**config.mk**
```make
export PLATFORM = sky130hd
export DESIGN_NAME = uart_rx
export DESIGN_NICKNAME = d
export VERILOG_FILES = /design/src/rtl/uart_rx.sv
export SDC_FILE = /design/constraint.sdc
export NUM_CORES = 1
export LEC_CHECK = 0
export CAP_MARGIN = 20
export CORE_UTILIZATION = 30
export CTS_CLUSTER_DIAMETER = 80
export DETAILED_ROUTE_END_ITERATION = 8
export PLACE_DENSITY = 0.56
export SLEW_MARGIN = 10
export SYNTH_ARGS = -nofsm -noshare
export SYNTH_HDL_FRONTEND = slang
export SYNTH_SLANG_ARGS = --single-unit
```
**constraint.sdc**
```tcl
create_clock -name clk -period 2.6 [get_ports clk]
set_clock_uncertainty 0.1 [all_clocks]
set_input_delay 0.52 -clock clk [delete_from_list [all_inputs] [get_ports clk]]
set_output_delay 0.52 -clock clk [all_outputs]
set_load 0.01 [all_outputs]
```
**src/rtl/uart_rx.sv**
```systemverilog
// UART receiver: 2-flop synchronizer, oversampled mid-bit sampling, one-deep byte buffer.
// Frame is 8N1 by default; defining UART_RX_PARITY_EN adds an even-parity bit (8E1) and parity_err.
module uart_rx #(
    parameter int unsigned CLK_FREQ   = 25_000_000,
    parameter int unsigned BAUD_RATE  = 9600,
    parameter int unsigned OVERSAMPLE = 16
) (
    input  logic       clk,
    input  logic       rst,
    input  logic       rx,
    input  logic       rx_read,
    output logic [7:0] rx_data,
    output logic       rx_ready,
    output logic       frame_err,
    output logic       overrun,
`ifdef UART_RX_PARITY_EN
    output logic       parity_err,
`endif
    output logic       rx_busy
);

    localparam int unsigned DIV = (CLK_FREQ + BAUD_RATE * OVERSAMPLE / 2) / (BAUD_RATE * OVERSAMPLE);
    localparam int unsigned TW  = (DIV > 1) ? $clog2(DIV) : 1;
    localparam int unsigned SW  = $clog2(OVERSAMPLE);

    localparam logic [TW-1:0] TICK_LAST = TW'(DIV - 1);
    localparam logic [SW-1:0] SAMP_MID  = SW'(OVERSAMPLE / 2 - 1);
    localparam logic [SW-1:0] SAMP_LAST = SW'(OVERSAMPLE - 1);

    typedef enum logic [2:0] {
        IDLE,
        START,
        DATA,
`ifdef UART_RX_PARITY_EN
        PARITY,
`endif
        STOP,
        WAIT_HIGH
    } state_t;

    state_t        state;
    logic          sync1;
    logic          rxs;
    logic [TW-1:0] tick_cnt;
    logic [SW-1:0] samp_cnt;
    logic [2:0]    bit_idx;
    logic [7:0]    shift;
    logic          byte_done;
    logic          tick;
    logic          mid;
`ifdef UART_RX_PARITY_EN
    logic          par_bad;
`endif

    always_ff @(posedge clk or posedge rst) begin
        if (rst) begin
            sync1 <= 1'b1;
            rxs   <= 1'b1;
        end else begin
            sync1 <= rx;
            rxs   <= sync1;
        end
    end

    always_comb begin
        tick = (state != IDLE) && (tick_cnt == TICK_LAST);
        mid  = tick && (samp_cnt == SAMP_MID);
    end

    always_ff @(posedge clk or posedge rst) begin
        if (rst) begin
            state     <= IDLE;
            tick_cnt  <= '0;
            samp_cnt  <= '0;
            bit_idx   <= '0;
            shift     <= '0;
            byte_done <= 1'b0;
            rx_data   <= '0;
            rx_ready  <= 1'b0;
            frame_err <= 1'b0;
            overrun   <= 1'b0;
            rx_busy   <= 1'b0;
`ifdef UART_RX_PARITY_EN
            parity_err <= 1'b0;
            par_bad    <= 1'b0;
`endif
        end else begin
            frame_err <= 1'b0;
            overrun   <= 1'b0;
            byte_done <= 1'b0;
`ifdef UART_RX_PARITY_EN
            parity_err <= 1'b0;
`endif

            // Counters held at zero in IDLE so the tick phase starts at start-bit detection
            if (state == IDLE) begin
                tick_cnt <= '0;
                samp_cnt <= '0;
            end else if (tick) begin
                tick_cnt <= '0;
                samp_cnt <= (samp_cnt == SAMP_LAST) ? '0 : samp_cnt + 1'b1;
            end else begin
                tick_cnt <= tick_cnt + 1'b1;
            end

            case (state)
                IDLE: begin
                    if (!rxs) begin
                        state   <= START;
                        rx_busy <= 1'b1;
                    end
                end
                START: begin
                    if (mid) begin
                        if (rxs) begin
                            state   <= IDLE;
                            rx_busy <= 1'b0;
                        end else begin
                            state   <= DATA;
                            bit_idx <= '0;
`ifdef UART_RX_PARITY_EN
                            par_bad <= 1'b0;
`endif
                        end
                    end
                end
                DATA: begin
                    if (mid) begin
                        shift   <= {rxs, shift[7:1]};
                        bit_idx <= bit_idx + 3'd1;
                        if (bit_idx == 3'd7) begin
`ifdef UART_RX_PARITY_EN
                            state <= PARITY;
`else
                            state <= STOP;
`endif
                        end
                    end
                end
`ifdef UART_RX_PARITY_EN
                PARITY: begin
                    if (mid) begin
                        if (rxs != ^shift) begin
                            parity_err <= 1'b1;
                            par_bad    <= 1'b1;
                        end
                        state <= STOP;
                    end
                end
`endif
                // Back to IDLE at the stop-bit middle so a following start bit is not missed
                STOP: begin
                    if (mid) begin
                        if (rxs) begin
                            state   <= IDLE;
                            rx_busy <= 1'b0;
`ifdef UART_RX_PARITY_EN
                            byte_done <= !par_bad;
`else
                            byte_done <= 1'b1;
`endif
                        end else begin
                            frame_err <= 1'b1;
                            state     <= WAIT_HIGH;
                        end
                    end
                end
                WAIT_HIGH: begin
                    if (rxs) begin
                        state   <= IDLE;
                        rx_busy <= 1'b0;
                    end
                end
                default: begin
                    state   <= IDLE;
                    rx_busy <= 1'b0;
                end
            endcase

            // A load in the same cycle as rx_read wins, leaving rx_ready set
            if (byte_done && (!rx_ready || rx_read)) begin
                rx_data  <= shift;
                rx_ready <= 1'b1;
            end else begin
                if (byte_done) begin
                    overrun <= 1'b1;
                end
                if (rx_read) begin
                    rx_ready <= 1'b0;
                end
            end
        end
    end

endmodule

```
# Word-level counts from Yosys, hierarchy flattened
# Cells that the tools add are included.
# W data, S select, Z words.
# op_classes
shifts,0
mux,32
reduce_logical,15
n_bitwise,1
n_eq_ne,16
n_lt_le_gt_ge,0
addsub,3
mul,0
div_mod_pow,0
# op_table
cell,n
$mux W3,10
$mux W8,2
$pmux W3 S5,1
$ne A2 B2 Y1 const B,7
$mux W1,13
$mux W4,3
$add A8 B1 Y8 const B,1
$eq A8 B8 Y1 const B,1
$eq A3 B2 Y1 const B,2
$eq A3 B3 Y1 const B,2
$pmux W3 S2,1
$reduce_and A6 Y1,1
$reduce_bool A2 Y1,3
$add A4 B1 Y4 const B,1
$eq A4 B3 Y1 const B,1
$eq A4 B4 Y1 const B,1
$pmux W1 S4,1
$reduce_and A4 Y1,1
$add A3 B1 Y3 const B,1
$eq A3 B1 Y1 const B,1
$logic_and A1 B1 Y1,3
$logic_not A3 Y1,1
$reduce_and A3 Y1,1
$reduce_bool A3 Y1,1
other kinds (7),7
# word_totals
ram_bits,0
regBits,41
in_bits,4
mem_count,0
latchBits,0
rom_bits,0

# Longest topological paths before layout
# depth
word_depth,5
depth_mapped,6
ltp_nobuf,5

# Worst setup path after synthesis
# Ideal clock, no wire load.
# synth_path
path_kind,reg2reg
from,register samp_cnt[0]
to,register shift[0]
arrival_time_ns,1.474
setup_ns,0.125
setup_slack_ns,0.902
stages_incl_launch_ff,6
required_ns,2.375
n_path_buf,1
cell_sequence,dfrtp_1 ha_1 and3b_1 buf_2 nand4_2 mux2_2
# synth_via
elab_chain_cells,3
# synth_lines
element,line_no,source
from (decl),45,logic [SW-1:0] samp_cnt;
from (signal assigned),101,samp_cnt <= (samp_cnt == SAMP_LAST) ? '0 : samp_cnt + 1'b1;
$eq A4 B3 Y1,67,mid = tick && (samp_cnt == SAMP_MID);
$logic_and A1 B1 Y1,67,
$reduce_and A2 Y1 (no source line),n/a,
to (signal assigned),129,"shift <= {rxs, shift[7:1]};"
to (decl),47,logic [7:0] shift;
# Every way passes these cells.
# A chain may end at the register's enable or synchronous reset.

# Final worst setup path
# layout_path
from,register tick_cnt[0]
to,register shift[7]
# layout_via
elab_chain_cells,4
# layout_lines
element,line_no,source
from (decl),44,logic [TW-1:0] tick_cnt;
from (signal assigned),103,tick_cnt <= tick_cnt + 1'b1;
$eq A8 B8 Y1,66,tick = (state != IDLE) && (tick_cnt == TICK_LAST);
$logic_and A1 B1 Y1,66,
$logic_and A1 B1 Y1,67,
$reduce_and A2 Y1 (no source line),n/a,
# Every way passes these cells.

==> impl_metrics.env <==
export IMPL_synth_edff_count=0
export IMPL_clkTransAtPathRegs_ps=80
export IMPL_rsz0062_at_grt="false"
export IMPL_layout_min_cycle_time_ps=1910
export IMPL_r2r_setup_slack_ps=690
export IMPL_num_rows=28
export IMPL_place_hpwl_mm=2.24
export IMPL_tns_ps=0
export IMPL_power_density_mw_per_mm2=533
export IMPL_synth_yosys_seq_area_share_pct=54.5
export IMPL_status="finished clean"
export IMPL_whs_ps=258
export IMPL_fmax_mhz=525
export IMPL_drc=0
export IMPL_dp_cells=249
export IMPL_dieArea_mm2=0.00661
export IMPL_crit_path_max_fanout=12
export IMPL_htreeDepth=2
export IMPL_post_cts_resized=0
export IMPL_hold_violations=0
export IMPL_grt_antenna_before_repair=0
export IMPL_grt_pass1_wl_mm=5.87
export IMPL_portBuffers=15
export IMPL_postCtsHoldBufs=0
export IMPL_max_slew_margin_pct=65.5
export IMPL_overflow=0
export IMPL_synth_cell_types=43
export IMPL_route_detailed_wl_per_inst_um=13.2
export IMPL_path_cells="inv_1 > ha_1 > and4bb_2 > nand4_2 > mux2_2"
export IMPL_ant_nets=0
export IMPL_syn_area_mm2=0.00189
export IMPL_via_count=1281
export IMPL_core_region_area_mm2=0.00599
export IMPL_synth_ff_type="dfrtp_1"
export IMPL_viasPerCell=4.98
export IMPL_final_util_pct=37.2
export IMPL_synth_nets=172
export IMPL_start_util_pct=31.5
export IMPL_p_leak_nw=0.991
export IMPL_fin_cells=257
export IMPL_first_pass_iters=4
export IMPL_multi_input_area_um2=785
export IMPL_cts_tree="yes"
export IMPL_syn2layout_area_growth_pct=18.2
export IMPL_regArea_mm2=0.00103
export IMPL_ir_drop_uv=238
export IMPL_yosys_register_bits=41
export IMPL_cts_sinks=41
export IMPL_die_x_um=81.3
export IMPL_p_total_mw=1.19
export IMPL_grt_start_max_net_pins=42
export IMPL_io_pins=16
export IMPL_nNetsFinal=190
export IMPL_cp_end_kind="register"
export IMPL_diodes=0
export IMPL_drive_above_1_share_pct=19.2
export IMPL_cts_buffers=5
export IMPL_synth_warnings=0
export IMPL_cts_setup_buffers=0
export IMPL_fillers=589
export IMPL_cp_start_kind="register"
export IMPL_routed_wl_mm=3.40
export IMPL_grt_usage_pct=11.8
export IMPL_worst_slew_pin_slew_ps=518
export IMPL_hold_class="register to register"
export IMPL_cts_root_buf="clkbuf_8"
export IMPL_avgSynthCellArea_um2=11.6
export IMPL_clk_path_buf_depth=2
export IMPL_first_global_vias=1219
export IMPL_finalSetupViolCount=0
export IMPL_cp_arrival_ps=1990
export IMPL_ys_async_sr_fraction_pct=100
export IMPL_maxCapViolations=0
export IMPL_crit_required_ps=2680
export IMPL_drtIter0Drc=51
export IMPL_synthCells=163
export IMPL_place_gp_congestion=0.749
export IMPL_min_period_over_period_pct=73.3
export IMPL_drv_slew=0
export IMPL_die_h_um=81.3
export IMPL_crit_type="register to register"
export IMPL_cpMaxStageDelayCell="dfrtp_1"
export IMPL_clock_latency_ps=300
export IMPL_critical_path_max_stage_delay_ps=410
## cell usage in the layout, fill, tap and decap left out, types with 3 or more instances in the layout
cell,instances
a21oi_1,9
buf_4,3
clkbuf_8,5
clkdlybuf4s50_1,15
dfrtp_1,39
ha_1,5
inv_1,9
mux2_2,17
nand2_1,6
nand2b_1,3
nand3_1,8
nand4_1,5
nor2_1,9
nor3_1,3
nor4_1,3
o21ai_0,5
or3_1,3
## cell type report
type	instances	area share (%)
multi-input cells	106	35.2
flip-flops and latches	41	46.2
inverters	9	1.52
clock buffers	5	3.09
clock inverters	3	2.08
well taps	75	4.21
repair buffers	18	7.75
## synth_stat cells, types with 2 or more instances
cell type,count,area share (%)
dfstp_2,2,2.8
nor3_1,3,0.80
dfrtp_1,39,52
inv_1,9,1.8
o21ai_0,5,1.3
xor2_1,2,0.93
nor4bb_1,2,1.1
or3_1,3,1.0
nor4_1,3,1.0
nor2b_1,2,0.66
ha_1,5,3.3
nor2_1,9,1.8
clkbuf_1,2,0.40
a21oi_1,9,2.4
nand2_1,6,1.2
a31oi_1,2,0.66
mux2_2,17,10
nand3_1,8,2.1
nand2b_1,3,1.0
o211ai_1,2,0.80
nand4_1,5,1.7
buf_2,4,1.1
## per-layer routing
layer	wire length, um	up-vias	GRT usage, %	share of wire (%)
li1	-	621	-	-
met1	1670	632	16.1	49
met2	1530	23	16.9	45
met3	127	5	3.60	3.7
met4	69	0	5.36	2.0
met5	0	-	0	0
## worst max-delay path, delay by kind of cell, from the launching register on
kind | cells | cell delay, ps
multiplexers | 1 | 370
flip-flops | 1 | 410
adder cells (fa/ha/maj) | 1 | 150
buffers and inverters | 1 | 60
AND/OR/NAND/NOR | 2 | 710
## worst paths after layout
check,startpoint,end,cells past startpoint
min in group asynchronous,rst,shift[2],3
hold / removal,sync1,rxs,0
hold reg to reg,sync1,rxs,0
setup / recovery,tick_cnt[0],shift[7],5
setup reg to reg,tick_cnt[0],shift[7],5
max in group asynchronous,rst,sync1,3
## cell families after synthesis
kind of cell    after synthesis  synth area share (%)
compound gates               25                  8.43
xor+xnor                      3                  1.39
fa+ha+maj                     5                  3.32
buf+inv                      16                  3.85
flops                        41                  54.5
mux                          17                  10.2
simple gates                 56                  18.3
## per-stage QoR
| stage | setup WS [ps] | cell area (um2) |
|---|---|---|
| global placement | 631 | 2110 |
| detailed placement | 611 | 2110 |
| floorplan | 902 | 1890 |
| finish | 695 | 2230 |
| CTS | 657 | 2230 |
| global route | 519 | 2230 |
## power breakdown
group          leakage, nW  switching, mW  total [mW]  internal [mW]
Combinational        0.391         0.0145      0.0214        0.00687
Sequential           0.546        0.00194       0.642          0.640
Clock               0.0543          0.237       0.525          0.287
## state kept, by name (all words and copies together) (netlist names), 3 cells and up
signal and flops:
bit_idx 3, rx_data 8, samp_cnt 4, shift 8
state 3, tick_cnt 8
(Power assumes the default switching activity.)
